## src/rtl/aeonic_tt_pkg.sv

```systemverilog
// Shared types and constant helpers for the aeonic TinyTapeout GPIO adapter.
package aeonic_tt_pkg;

  typedef enum logic [1:0] {
    IDLE,
    SETUP,
    STROBE
  } tt_state_e;

  function automatic int clog2(input int n);
    int r;
    int v;
    r = 0;
    v = 1;
    while (v < n) begin
      v = v * 2;
      r = r + 1;
    end
    return r;
  endfunction

  function automatic int beats(input int gp_width, input int pad_w);
    return (gp_width + pad_w - 1) / pad_w;
  endfunction

endpackage

```

## src/rtl/aeonic_tt_fifo.sv

```systemverilog
// Synchronous first-word-fall-through FIFO; rd_data shows the head whenever !empty.
// Writes while full and reads while empty are ignored; full/empty come from a registered count.
module aeonic_tt_fifo
  import aeonic_tt_pkg::*;
#(
  parameter int WIDTH = 8,
  parameter int DEPTH = 4
) (
  input  logic             clk,
  input  logic             rst,
  input  logic             wr_en,
  input  logic [WIDTH-1:0] wr_data,
  input  logic             rd_en,
  output logic [WIDTH-1:0] rd_data,
  output logic             full,
  output logic             empty
);

  localparam int AW = clog2(DEPTH);
  localparam int CW = AW + 1;

  logic [WIDTH-1:0] mem [DEPTH];
  logic [AW-1:0]    wr_ptr;
  logic [AW-1:0]    rd_ptr;
  logic [CW-1:0]    count;
  logic             do_wr;
  logic             do_rd;

  assign full    = (count == CW'(DEPTH));
  assign empty   = (count == '0);
  assign do_wr   = wr_en && !full;
  assign do_rd   = rd_en && !empty;
  assign rd_data = mem[rd_ptr];

  always_ff @(posedge clk) begin
    if (do_wr) mem[wr_ptr] <= wr_data;
  end

  // DEPTH is a power of two, so the pointers wrap naturally.
  always_ff @(posedge clk) begin
    if (rst) begin
      wr_ptr <= '0;
      rd_ptr <= '0;
      count  <= '0;
    end else begin
      if (do_wr) wr_ptr <= wr_ptr + AW'(1);
      if (do_rd) rd_ptr <= rd_ptr + AW'(1);
      case ({do_wr, do_rd})
        2'b10:   count <= count + CW'(1);
        2'b01:   count <= count - CW'(1);
        default: count <= count;
      endcase
    end
  end

endmodule

```

## src/rtl/aeonic_tt_gpio.sv

```systemverilog
// Core GP port <-> TinyTapeout pads: FIFO-buffered words serialised as setup/strobe beat pairs, first beat 2 cycles after pop.
// Strobes while full are dropped and latch overflow; pad_in reaches core_in after 1 cycle, or SYNC_STAGES with AEONIC_TT_SYNC_EN.
module aeonic_tt_gpio
  import aeonic_tt_pkg::*;
#(
  parameter int GP_WIDTH    = 8,
  parameter int PAD_W       = 4,
  parameter int PAD_IN_W    = 5,
  parameter int FIFO_DEPTH  = 4,
  parameter int SYNC_STAGES = 2
) (
  input  logic                clk,
  input  logic                rst,
  input  logic [GP_WIDTH-1:0] core_out,
  input  logic                core_out_stb,
  output logic                core_out_full,
  input  logic                ovf_clr,
  output logic                overflow,
  output logic [PAD_W-1:0]    pad_out,
  output logic                pad_stb,
  input  logic [PAD_IN_W-1:0] pad_in,
  output logic [GP_WIDTH-1:0] core_in
);

  localparam int BEATS = beats(GP_WIDTH, PAD_W);
  localparam int BW    = (clog2(BEATS) < 1) ? 1 : clog2(BEATS);
  localparam int SW    = BEATS * PAD_W;
  localparam logic [BW-1:0] LAST_BEAT = BW'(BEATS - 1);

`ifdef AEONIC_TT_SYNC_EN
  localparam bit SYNC_EN = 1'b1;
`else
  localparam bit SYNC_EN = 1'b0;
`endif
  localparam int IN_STAGES = SYNC_EN ? SYNC_STAGES : 1;

  tt_state_e           state;
  logic [BW-1:0]       beat;
  logic [SW-1:0]       shreg;
  logic [SW-1:0]       shifted;
  logic [SW-1:0]       head;
  logic [GP_WIDTH-1:0] fifo_rd;
  logic                fifo_empty;
  logic                pop;

  aeonic_tt_fifo #(
    .WIDTH (GP_WIDTH),
    .DEPTH (FIFO_DEPTH)
  ) u_fifo (
    .clk     (clk),
    .rst     (rst),
    .wr_en   (core_out_stb),
    .wr_data (core_out),
    .rd_en   (pop),
    .rd_data (fifo_rd),
    .full    (core_out_full),
    .empty   (fifo_empty)
  );

  assign head    = SW'(fifo_rd);
  assign shifted = shreg >> PAD_W;
  assign pop     = !fifo_empty && ((state == IDLE) || (state == STROBE && beat == LAST_BEAT));

  // pad_out is loaded on the edge entering SETUP so the slice is stable for both beat cycles.
  always_ff @(posedge clk) begin
    if (rst) begin
      state   <= IDLE;
      beat    <= '0;
      shreg   <= '0;
      pad_out <= '0;
      pad_stb <= 1'b0;
    end else begin
      case (state)
        IDLE: begin
          pad_stb <= 1'b0;
          if (pop) begin
            shreg   <= head;
            pad_out <= head[PAD_W-1:0];
            beat    <= '0;
            state   <= SETUP;
          end
        end
        SETUP: begin
          pad_stb <= 1'b1;
          state   <= STROBE;
        end
        STROBE: begin
          pad_stb <= 1'b0;
          if (beat != LAST_BEAT) begin
            shreg   <= shifted;
            pad_out <= shifted[PAD_W-1:0];
            beat    <= beat + BW'(1);
            state   <= SETUP;
          end else if (pop) begin
            shreg   <= head;
            pad_out <= head[PAD_W-1:0];
            beat    <= '0;
            state   <= SETUP;
          end else begin
            state <= IDLE;
          end
        end
        default: begin
          pad_stb <= 1'b0;
          state   <= IDLE;
        end
      endcase
    end
  end

  // A drop in the same cycle as a clear leaves the flag set.
  always_ff @(posedge clk) begin
    if (rst) overflow <= 1'b0;
    else if (core_out_stb && core_out_full) overflow <= 1'b1;
    else if (ovf_clr) overflow <= 1'b0;
  end

  if (IN_STAGES > 1) begin : g_sync
    logic [PAD_IN_W-1:0] sync_q [IN_STAGES-1];
    always_ff @(posedge clk) begin
      if (rst) begin
        for (int i = 0; i < IN_STAGES - 1; i++) sync_q[i] <= '0;
        core_in <= '0;
      end else begin
        sync_q[0] <= pad_in;
        for (int i = 1; i < IN_STAGES - 1; i++) sync_q[i] <= sync_q[i-1];
        core_in <= GP_WIDTH'(sync_q[IN_STAGES-2]);
      end
    end
  end else begin : g_reg
    always_ff @(posedge clk) begin
      if (rst) core_in <= '0;
      else     core_in <= GP_WIDTH'(pad_in);
    end
  end

endmodule

```

## config.mk

```make
export PLATFORM = sky130hd
export DESIGN_NAME = aeonic_tt_gpio
export DESIGN_NICKNAME = d
export VERILOG_FILES = /design/src/rtl/aeonic_tt_pkg.sv /design/src/rtl/aeonic_tt_fifo.sv /design/src/rtl/aeonic_tt_gpio.sv
export SDC_FILE = /design/constraint.sdc
export NUM_CORES = 1
export LEC_CHECK = 0
export BUFFER_PORTS_ARGS = -buffer_cell sky130_fd_sc_hd__buf_2
export CAP_MARGIN = 20
export CORE_ASPECT_RATIO = 1.1
export CORE_MARGIN = 4
export CORE_UTILIZATION = 60
export CTS_CLUSTER_SIZE = 12
export DETAILED_ROUTE_END_ITERATION = 8
export PLACE_DENSITY = 0.83
export SLEW_MARGIN = 0
export SYNTH_ARGS = -nofsm -noshare
export SYNTH_HDL_FRONTEND = slang
export SYNTH_SLANG_ARGS = --single-unit
```

## constraint.sdc

```tcl
create_clock -name clk -period 6.1 [get_ports clk]
set_input_delay 0.305 -clock clk [delete_from_list [all_inputs] [get_ports clk]]
set_output_delay 0.305 -clock clk [all_outputs]
set_load 0.01 [all_outputs]
```

=== Word level (Yosys, flattened, before mapping) ===
Memory sizes are Yosys's and may differ from the RTL's. A register that Yosys moved wholly into a read port is not among the register bits.
Cells that the tools add are included.

* Flip-flop bits (word level): 32
* RAM bits: 32
* Input bits: 17
* Output and inout port bits: 15
* Logic and storage cells: 59
* Memories kept: 1

{| class="wikitable"
|+ Memories
! memory !! words !! bits a word !! rd ports !! clocked after memory_dff !! wr ports !! line !! RTL
|-
| u_fifo.mem || 4 || 8 || 1 || 1 || 1 || aeonic_tt_fifo.sv:22 || <nowiki>logic [WIDTH-1:0] mem [DEPTH];</nowiki>
|}

* Add/sub/neg operators: 5
* Equality and inequality tests: 6
* Muxes and demuxes: 22
* Reduce and logical (&&, ||, !) cells: 14

{| class="wikitable"
|+ Operators with widths
! cell !! number
|-
| $mux 8 || 2
|-
| $pmux 8 s2 || 1
|-
| $mux 1 || 10
|-
| $mux 4 || 2
|-
| $pmux 4 s2 || 1
|-
| $mux 2 || 3
|-
| $pmux 2 s3 || 1
|-
| $pmux 3 s2 || 1
|-
| $reduce_bool 2->1 || 3
|-
| $logic_and 1x1->1 || 5
|-
| $add 2x1->2 const B || 2
|-
| $eq 2x1->1 const B || 2
|-
| $eq 2x2->1 const B || 2
|-
| $add 3x1->3 const B || 1
|-
| $eq 3x3->1 const B || 1
|-
| $logic_not 3->1 || 1
|-
| $sub 3x1->3 const B || 1
|-
| $logic_not 1->1 || 2
|-
| $logic_not 2->1 || 1
|-
| $ne 2x1->1 const B || 1
|-
| $pmux 1 s2 || 1
|-
| $reduce_and 2->1 || 1
|-
| $add 1x1->1 const B || 1
|-
| $logic_or 1x1->1 || 1
|}

=== Logic depth before layout (Yosys ltp) ===
Gate-level depths: netlist of the first run.

* Word-level depth: 7
* Mapped depth: 10

=== Hierarchy ===
From an unflattened synthesis of the first run, not the netlist that was laid out.

* Cells, all modules: 155
* Area total of the unflattened synthesis: 2309.7 um2

{| class="wikitable"
|+ By module, submodules not included
! module !! instances !! cells an instance !! area an instance (um2)
|-
| aeonic_tt_fifo || 1 || 96 || 1635.3
|-
| aeonic_tt_gpio || 1 || 59 || 674.4
|}

=== Least setup slack after synthesis of the first run ===
No wires, ideal clock.

* Kind: flip-flop to flip-flop
* Start point: register u_fifo.count[0]
* End point: register u_fifo.count[2]
* Setup time: 71 ps
* Arrival: 1992 ps
* Path slack: 4037 ps
* Stages on the path, launching flop included: 11
* Buffers on the path: 1
* Path through: dfxtp_1 -> or3b_1 -> buf_2 -> inv_2 -> nor2_1 -> inv_1 -> ha_1 -> fa_1 -> xnor2_1 -> or3_1 -> a21oi_1

* Elaborated cells on any way between the ends: 13

{| class="wikitable"
|+ RTL lines
! item !! line !! RTL
|-
| start, declared || aeonic_tt_fifo.sv:25 || <nowiki>logic [CW-1:0] count;</nowiki>
|-
| start signal, assigned || aeonic_tt_fifo.sv:49 || <nowiki>2'b10: count <= count + CW'(1);</nowiki>
|-
| start signal, assigned || aeonic_tt_fifo.sv:50 || <nowiki>2'b01: count <= count - CW'(1);</nowiki>
|-
| start signal, assigned || aeonic_tt_fifo.sv:51 || <nowiki>default: count <= count;</nowiki>
|-
| $eq 3x3->1 (*) || aeonic_tt_fifo.sv:29 || <nowiki>assign full = (count == CW'(DEPTH));</nowiki>
|-
| net core_out_full || aeonic_tt_gpio.sv:16 || <nowiki>output logic core_out_full,</nowiki>
|-
| $logic_not 1->1 (*) || aeonic_tt_fifo.sv:31 || <nowiki>assign do_wr = wr_en && !full;</nowiki>
|-
| $logic_and 1x1->1 (*) || aeonic_tt_fifo.sv:31 ||
|-
| $eq 2x1->1 or $eq 2x2->1 (tied branches) || aeonic_tt_fifo.sv:48 || <nowiki>case ({do_wr, do_rd})</nowiki>
|-
| $pmux 3 s2 or $reduce_bool 2->1 (tied branches) || -- ||
|}

The timed path passes the listed nets; every way through them passes the cells marked *.
A chain may end at the register's enable or synchronous reset.

=== Worst setup path after layout of the first run ===
* Start point: register u_fifo.count[0]
* End point: register u_fifo.count[2]

* Longest elaborated chain between the ends: 6
* Elaborated cells on any way between the ends: 13

{| class="wikitable"
|+ RTL lines
! item !! line !! RTL
|-
| $logic_not 3->1 || aeonic_tt_fifo.sv:30 || <nowiki>assign empty = (count == '0);</nowiki>
|-
| $logic_not 1->1 || aeonic_tt_fifo.sv:32, aeonic_tt_gpio.sv:62 ||
|-
| $logic_and 1x1->1 || aeonic_tt_gpio.sv:62 || <nowiki>assign pop = !fifo_empty && ((state == IDLE) || (state == STROBE && beat == LAST_BEAT));</nowiki>
|-
| $logic_and 1x1->1 || aeonic_tt_fifo.sv:32 || <nowiki>assign do_rd = rd_en && !empty;</nowiki>
|-
| $eq 2x1->1 or $eq 2x2->1 (tied branches) || aeonic_tt_fifo.sv:48 ||
|-
| $pmux 3 s2 or $reduce_bool 2->1 (tied branches) || -- ||
|}

Several ways; a longest one is shown, not always the timed one.

==> impl_metrics.tcl, run 1 <==
set metrics [dict create \
    status "completed" \
    synth_area_um2 2340 \
    cts_tree "built" \
    combPwrFrac 0.242 \
    critPathCaptureType "flop" \
    seq_area_um2 1500 \
    tightest_slew_ps 517 \
    synth_area_leaders "edfxtp_1 41%, dfxtp_1 23%, mux4_2 7.7%" \
    place.gp.congestion 0.864 \
    synthCells 166 \
    drc 0 \
    viasPerCell 5.78 \
    finalCriticalPeriod_ps 2320 \
    synth_top_area_share 0.410 \
    core_um2 3710 \
    async_flop_share 0 \
    ys.flop_type "edfxtp_1" \
    irDropWorstVdd_mv 0.254 \
    yosys.area.top_type "edfxtp_1" \
    drive_gt1_frac 0.300 \
    syn-mean-instance-area_um2 14.1 \
    die_w_um 67.6 \
    initialDrtViolationCount 110 \
    antenna_found_initial 0 \
    crit_path_max_fanout 8 \
    rows 23 \
    slew_viol_final 0 \
    routed-wl-met2_um 2150 \
    hold_viol_final 0 \
    numClockSinks 59 \
    powerDensity_nw_per_um2 467 \
    start_util 0.631 \
    diodes 0 \
    p_int_uw 896 \
    startpoint_type "flop" \
    p_leak_nw 1.05 \
    grt_pass1_wl_um 7090 \
    grtUsageTotal 0.202 \
    total_power_mw 1.27 \
    htree_levels 3 \
    met3_length_um 281 \
    routed.top_layer "met4" \
    clock-root-buffer "clkbuf_8" \
    hold_buffers 0 \
    finClkSkew_ps 5.66 \
    wl_um 4250 \
    cts_buffer_depth 2 \
    final_antenna_net_count 0 \
    ios 32 \
    multi_input_area_um2 753 \
    grt_max_degree 25 \
    dieArea_um2 4970 \
    p_seq_frac 0.433 \
    worstPathArrival_ps 2580 \
    max-slew-margin-rel 0.654 \
    crit_required_ps 6350 \
    synth_edf_count 32 \
    hp-class "primary input to flop" \
    swShare 0.293 \
    synth_cell_types 35 \
    wire_per_inst_um 17.0 \
    ys_seq_area_frac 0.641 \
    dr_total_vias 1444 \
    final-setup-viol-count 0 \
    worstSkewPairLatency_ps 330 \
    area_delta_synth_final_pct 15.8 \
    grt_pass1_vias 1502 \
    wl_met1_um 1680 \
    switchingPower_uw 371 \
    drt_pass1_iterations 4 \
    synth_commonest_cells "32 x edfxtp_1, 27 x dfxtp_1, 9 x a21oi_1" \
    rsz0062_at_grt "no" \
    grt-ovfl-total 0 \
    nets 218 \
    post_cts_buffers 0 \
    ctsResizeCount 0 \
    portBuffers 28 \
    fin_hold_ws_ps 190 \
    cts_buffers 9 \
    worstSetupPathType "flop to flop" \
    post-route-util 0.730 \
    fillers 255 \
    max_freq_mhz 430 \
    ys_seq_elements 59 \
    yosysMostFrequentCell "edfxtp_1" \
    cap_violations 0 \
    detailed_place_hpwl_um 3010 \
    period_share 0.381 \
    clkPwrFrac 0.325 \
    path_clk_slew_ps 60 \
    ys_warn_count 0 \
    fin_tns_setup_ps 0 \
    die_h_um 73.5 \
]
## final timing paths
| check | from | to | slack [ps] | cells past startpoint |
|---|---|---|---|---|
| worst min-delay path | core_out[7] | u_fifo.mem[3][7] | 190 | 1 |
| worst min register to register | state[1] | pad_stb | 490 | 1 |
| worst max register to register | u_fifo.count[0] | u_fifo.count[2] | 3780 | 7 |
| worst max-delay path | u_fifo.count[0] | u_fifo.count[2] | 3780 | 7 |
## cell usage in the layout (no fill, tap or decap), types with 2 or more instances in the layout
cell,count
conb_1,3
and2_1,4
a31oi_1,8
ha_1,5
clkinv_2,2
nor3_1,2
mux4_2,8
dfxtp_1,27
nand4_1,5
and3_1,4
nor2_1,5
a21oi_1,9
nor3_2,2
clkbuf_8,9
nand3_1,6
mux2_2,2
bufinv_16,3
nor2b_1,7
nand2_1,2
o21ai_0,4
o221a_2,4
edfxtp_1,32
buf_2,28
or3_1,2
inv_1,5
## flip-flops by register name, indices dropped and copies added, names as in the netlist, named ones only
name and flops:
pad_stb 1, beat 1, u_fifo.rd_ptr 2, shreg 4
core_in 5, pad_out 4, overflow 1, u_fifo.count 3
u_fifo.mem 32, state 2, u_fifo.wr_ptr 2
## cells by family (layout without fill, tap and decap cells)
logic type / after synthesis / in the layout / share of synthesized area
XOR/XNOR: 2 / 2 / 0.00748
multiplexers: 11 / 11 / 0.0909
flip-flops: 59 / 59 / 0.641
buffers and inverters: 18 / 50 / 0.0401
other: 1 / 3 / 0.00160
AO/OA/AOI/OAI: 26 / 26 / 0.0716
AND/OR/NAND/NOR: 43 / 43 / 0.112
adder cells (fa/ha/maj): 6 / 6 / 0.0353
## metrics by stage
stage	cell area (µm²)	cells	worst slack [ps]
floorplan	2350	168	4040
global placement	2480	234	3930
detailed placement	2480	234	3780
CTS	2710	250	3760
global route	2710	250	3620
finish	2710	250	3780
## per-layer routing
layer	vias up	global-route usage
met4	0	0.128
met5	-	0
met2	55	0.331
li1	676	-
met3	16	0.0428
met1	697	0.238
## layout make-up
cell class,instances,area share
Tap cell,50,0.0231
Sequential cell,59,0.554
Inverter,6,0.00831
Multi-Input combinational cell,91,0.278
Clock inverter,6,0.0383
Clock buffer,10,0.0471
Timing Repair Buffer,28,0.0517
## power by group through the flow
stage | combinational (mW) | sequential [mW] | clock, mW
after floorplan | 0.245 | 0.538 | 0
after global placement | 0.287 | 0.549 | 0
after detailed placement | 0.304 | 0.557 | 0
after CTS | 0.306 | 0.549 | 0.419
after global routing | 0.338 | 0.559 | 0.434
final | 0.307 | 0.549 | 0.411
## critical path, stage by stage (launching register included)
cell and delay (ps):
dfxtp_1 370, nor3_2 490, nor3_2 140, ha_1 250, fa_1 380, xnor2_1 150
or3_1 310, a21oi_1 170
(Power assumes the default switching activity.)
==> inputs of run 2 (changes only) <==
Settings changed: CORE_UTILIZATION 60 to 56, PLACE_DENSITY 0.83 to 0.78.
Clock period 6.1 ns to 2.3 ns, I/O delays scaled along.
==> impl_metrics.tcl, run 2 (synthesis gave the netlist of run 1 again) <==
set metrics [dict create \
    status "completed" \
    grtUsageTotal 0.189 \
    drc 0 \
    cp_cell_sequence "nor3_4 -> nor3_2 -> ha_1 -> fa_1 -> xnor2_1 -> or3_1 -> a21oi_1" \
    hp-class "primary input to flop" \
    die_w_um 69.6 \
    switchingPower_uw 999 \
    fin_ws_ps 114 \
    hold_viol_final 0 \
    cap_violations 0 \
    post-route-util 0.698 \
    max-slew-margin-rel 0.643 \
    wire_per_inst_um 17.3 \
    grt-ovfl-total 0 \
    nets 229 \
    wl_um 4550 \
    final_common_cell "edfxtp_1" \
    powerDensity_nw_per_um2 1140 \
    final-setup-viol-count 0 \
    rsz0062_at_grt "no" \
    dieArea_um2 5280 \
    p_leak_nw 1.07 \
    worstReg2RegEnd "u_fifo.count[2]" \
    top_register "u_fifo.mem" \
    initialDrtViolationCount 185 \
    core_um2 3990 \
    clock-root-buffer "clkbuf_8" \
    max_stage_delay_ps 380 \
    tightest_slew_ps 535 \
    worstSkewPairLatency_ps 330 \
    largestRegisters "u_fifo.mem (32), core_in (5)" \
    finClkSkew_ps 7.35 \
    cts_buffer_depth 2 \
    p_int_mw 2.18 \
    swShare 0.314 \
    diodes 0 \
    place.gp.congestion 0.839 \
    irDropWorstVdd_mv 0.691 \
    start_util 0.586 \
    instances_no_fill 263 \
    grt_pass1_wl_um 7210 \
    slew_viol_final 0 \
    reg2regPathDepth 7 \
    finalCriticalPeriod_ps 2190 \
    hold_end "core_in[4]" \
    cts_tree "built" \
    crit_path_max_fanout 8 \
    fin_hold_ws_ps 7.08 \
    path_clk_slew_ps 60 \
    numClockSinks 59 \
    final_antenna_net_count 0 \
    final_cell_mix "32 x edfxtp_1, 28 x buf_2, 25 x dfxtp_1, 11 x dlygate4sd3_1" \
    viasPerCell 5.67 \
    critPathCaptureType "flop" \
    area_delta_synth_final_pct 19.1 \
    startpoint_type "flop" \
    dr_total_vias 1490 \
    hp-start "pad_in[4]" \
    hold_depth 2 \
    place_inst 236 \
    largest_reg_flops 32 \
    clkPwrFrac 0.273 \
    portBuffers 28 \
    htree_levels 3 \
    detailed_place_hpwl_um 3180 \
    grt_pass1_vias 1528 \
    drt_pass1_iterations 4 \
    total_power_mw 3.18 \
    post_cts_buffers 0 \
    worstPathArrival_ps 2440 \
    drive_gt1_frac 0.299 \
    ios 32 \
    slowest_stage "fa_1" \
    max_freq_mhz 457 \
    antenna_found_initial 0 \
    cts_buffers 9 \
    crit_buf_inv 0 \
    place_ws_ps -21.8 \
    rows 24 \
    period_share 0.950 \
    critPathTopFamily "simple AND/OR/NAND/NOR gates" \
    regToRegSetupSlack_ps 110 \
    reg2reg_from "u_fifo.count[0]" \
    crit_required_ps 2550 \
    p_seq_frac 0.461 \
    grt_max_degree 25 \
    die_h_um 75.8 \
    combPwrFrac 0.266 \
    worstSetupPathType "flop to flop" \
]
[run 2: cell count changes in the layout (fill, tap and decap cells not counted), sizes merged]
cell and change:
clkinvlp +1, dlygate4sd3 +11, bufinv -2, clkinv +1
[run 2: per-stage QoR]
stage | instance area [µm²] | TNS [ps]
2_1_floorplan | 2350 | 0
3_3_place_gp | 2480 | 0
4_1_cts | 2790 | 0
6_report | 2790 | 0
5_1_grt | 2790 | 0
3_5_place_dp | 2480 | -21.8
[run 2: routing by layer]
metal  GRT usage  up-vias  routed length, µm
met5           0        -                  0
li1            -      696                  -
met1       0.189      705               1710
met3      0.0607       17                355
met4       0.143        0                155
met2       0.337       72               2320
[run 2: cell type report]
cell class	count	area [µm²]
clock buffer	10	128
clock inverter	6	56.3
fill	291	1210
inverter	6	22.5
multi-input combinational	91	762
sequential	59	1500
tap	52	65.1
timing repair buffer	39	250
[run 2: worst max-delay path by stage]
| stage | to | slack, ps | from | cells after the start |
|---|---|---|---|---|
| final | u_fifo.count[2] | 110 | u_fifo.count[0] | 7 |
| after global routing | u_fifo.count[2] | 30 | u_fifo.count[0] | 7 |
| after CTS | u_fifo.count[2] | 80 | u_fifo.count[0] | 9 |
| after detailed placement | u_fifo.count[2] | -20 | u_fifo.count[0] | 7 |
| after global placement | u_fifo.count[2] | 110 | u_fifo.count[0] | 7 |
| after floorplan | u_fifo.count[2] | 240 | u_fifo.count[0] | 10 |
[run 2: worst reg2reg max path, stage by stage (launching register included)]
cell     delay [ps]
dfxtp_2         360
nor3_4          360
nor3_2          130
ha_1            240
fa_1            380
xnor2_1         140
or3_1           320
a21oi_1         180
[run 2: power by group through the flow]
| stage | combinational, mW | clock (mW) | sequential (mW) |
|---|---|---|---|
| after floorplan | 0.650 | 0 | 1.43 |
| after global placement | 0.763 | 0 | 1.46 |
| after detailed placement | 0.807 | 0 | 1.48 |
| after CTS | 0.847 | 0.884 | 1.46 |
| after global routing | 0.925 | 0.934 | 1.49 |
| final | 0.846 | 0.868 | 1.47 |
[run 2: repair_timing]
item | CTS | global route
endpoints found under the hold margin | 32 | 0
setup endpoints to repair | 1 | 1
cloned | 0 | 0
hold buffers | 11 | 0
resized for setup | 2 | 2
==> inputs of run 3 (changes only) <==
Settings changed: CORE_UTILIZATION 56 to 45, PLACE_DENSITY 0.78 to not set, PLACE_DENSITY_LB_ADDON set to 0.1.
Clock period 2.3 ns to 2 ns, I/O delays scaled along.
==> impl_metrics.tcl, run 3 (synthesis gave the netlist of run 1 again) <==
set metrics [dict create \
    grt-ovfl-total 0 \
    largest_reg_flops 32 \
    numClockSinks 59 \
    initialDrtViolationCount 62 \
    ios 32 \
    die_w_um 76.8 \
    cts_buffer_depth 2 \
    p_leak_nw 1.13 \
    largestRegisters "u_fifo.mem (32), core_in (5)" \
    startpoint_type "flop" \
    crit_path_max_fanout 4 \
    slowest_stage "fa_2" \
    hold_viol_final 0 \
    grt_pass1_wl_um 6910 \
    dieArea_um2 6420 \
    worstSetupPathType "flop to flop" \
    die_h_um 83.6 \
    final-setup-viol-count 0 \
    portBuffers 28 \
    place.gp.congestion 0.763 \
    slew_viol_final 0 \
    max_freq_mhz 506 \
    grt_max_degree 25 \
    cts_buffers 9 \
    final_antenna_net_count 0 \
    dr_total_vias 1442 \
    grt_pass1_vias 1441 \
    clock-root-buffer "clkbuf_8" \
    finClkSkew_ps 2.62 \
    total_power_mw 3.96 \
    drt_pass1_iterations 4 \
    cts_tree "built" \
    final_common_cell "edfxtp_1" \
    fin_hold_ws_ps 16.8 \
    viasPerCell 5.17 \
    worstSkewPairLatency_ps 320 \
    core_um2 5030 \
    drive_gt1_frac 0.339 \
    drc 0 \
    period_share 0.989 \
    worstPathArrival_ps 2230 \
    status "completed" \
    nets 239 \
    critPathCaptureType "flop" \
    rows 27 \
    wl_um 4200 \
    crit_required_ps 2250 \
    antenna_found_initial 0 \
    top_register "u_fifo.mem" \
    hp-class "primary input to flop" \
    grtUsageTotal 0.143 \
    irDropWorstVdd_mv 0.593 \
    cap_violations 0 \
    area_delta_synth_final_pct 25.0 \
    fin_tns_setup_ps 0 \
    powerDensity_nw_per_um2 1350 \
    start_util 0.465 \
    rsz0062_at_grt "yes" \
    path_clk_slew_ps 60 \
    finalCriticalPeriod_ps 1980 \
    diodes 0 \
    max_stage_delay_ps 390 \
    cp_cell_sequence "or3b_4 -> inv_2 -> nor2_1 -> inv_1 -> ha_4 -> fa_2 -> xnor2_2 -> or3_1 -> a21oi_1" \
    htree_levels 3 \
    final_cell_mix "32 x edfxtp_1, 28 x buf_2, 24 x dfxtp_1, 12 x dlygate4sd3_1" \
    detailed_place_hpwl_um 2820 \
    wire_per_inst_um 15.1 \
]
run 3: what timing repair did:
action / 4_1_cts / 5_1_grt
endpoints found under the hold margin: 36 / 0
pin swaps: 0 / 3
buffers inserted: 0 / 2
endpoints found under the setup margin: 1 / 1
cloned: 0 / 0
resized for setup: 3 / 4
hold buffers: 12 / 0
run 3: worst max-delay path, delay by kind of cell, from the launching register on:
family | cells | cell delay [ps]
adder cells (fa/ha/maj) | 2 | 560
buffers and inverters | 2 | 110
AO/OA/AOI/OAI | 1 | 120
AND/OR/NAND/NOR | 3 | 620
XOR/XNOR | 1 | 140
flip-flops | 1 | 350
run 3: worst paths after layout:
check        cells after the start  slack, ps            start              end
max                              9         20  u_fifo.count[2]  u_fifo.count[2]
min                              2         20        pad_in[3]       core_in[3]
max reg2reg                      9         20  u_fifo.count[2]  u_fifo.count[2]
min reg2reg                      2        500       pad_out[1]       pad_out[1]
run 3: through the flow:
| step | instance area, µm² | setup slack (ps) | std cells | utilization |
|---|---|---|---|---|
| after CTS | 2890 | 8.88 | 277 | 0.574 |
| after detailed placement | 2550 | -10.7 | 249 | 0.507 |
| after global placement | 2550 | 90.7 | 249 | 0.507 |
| final | 2930 | 22.1 | 279 | 0.581 |
| after global routing | 2930 | -40.5 | 279 | 0.581 |
| after floorplan | 2370 | 11.1 | 168 | - |
run 3: cell type report:
type	count	area [µm²]
Inverter	6	22.5
Multi-Input combinational cell	91	785
Tap cell	58	72.6
Fill cell	417	2110
Clock inverter	6	80.1
Clock buffer	10	128
Timing Repair Buffer	49	328
Sequential cell	59	1510
run 3: routing by layer:
layer | up-vias | wire, µm | part of all wire | track usage
li1 | 718 | - | - | -
met1 | 685 | 1770 | 0.42 | 0.166
met2 | 34 | 2160 | 0.51 | 0.227
met3 | 5 | 213 | 0.051 | 0.0464
met4 | 0 | 54 | 0.013 | 0.0890
met5 | - | 0 | 0 | 0
run 3: power by group:
group | switching [mW] | internal [mW] | leakage [nW]
clock | 0.437 | 0.691 | 0.101
combinational | 0.592 | 0.602 | 0.514
sequential | 0.137 | 1.50 | 0.518
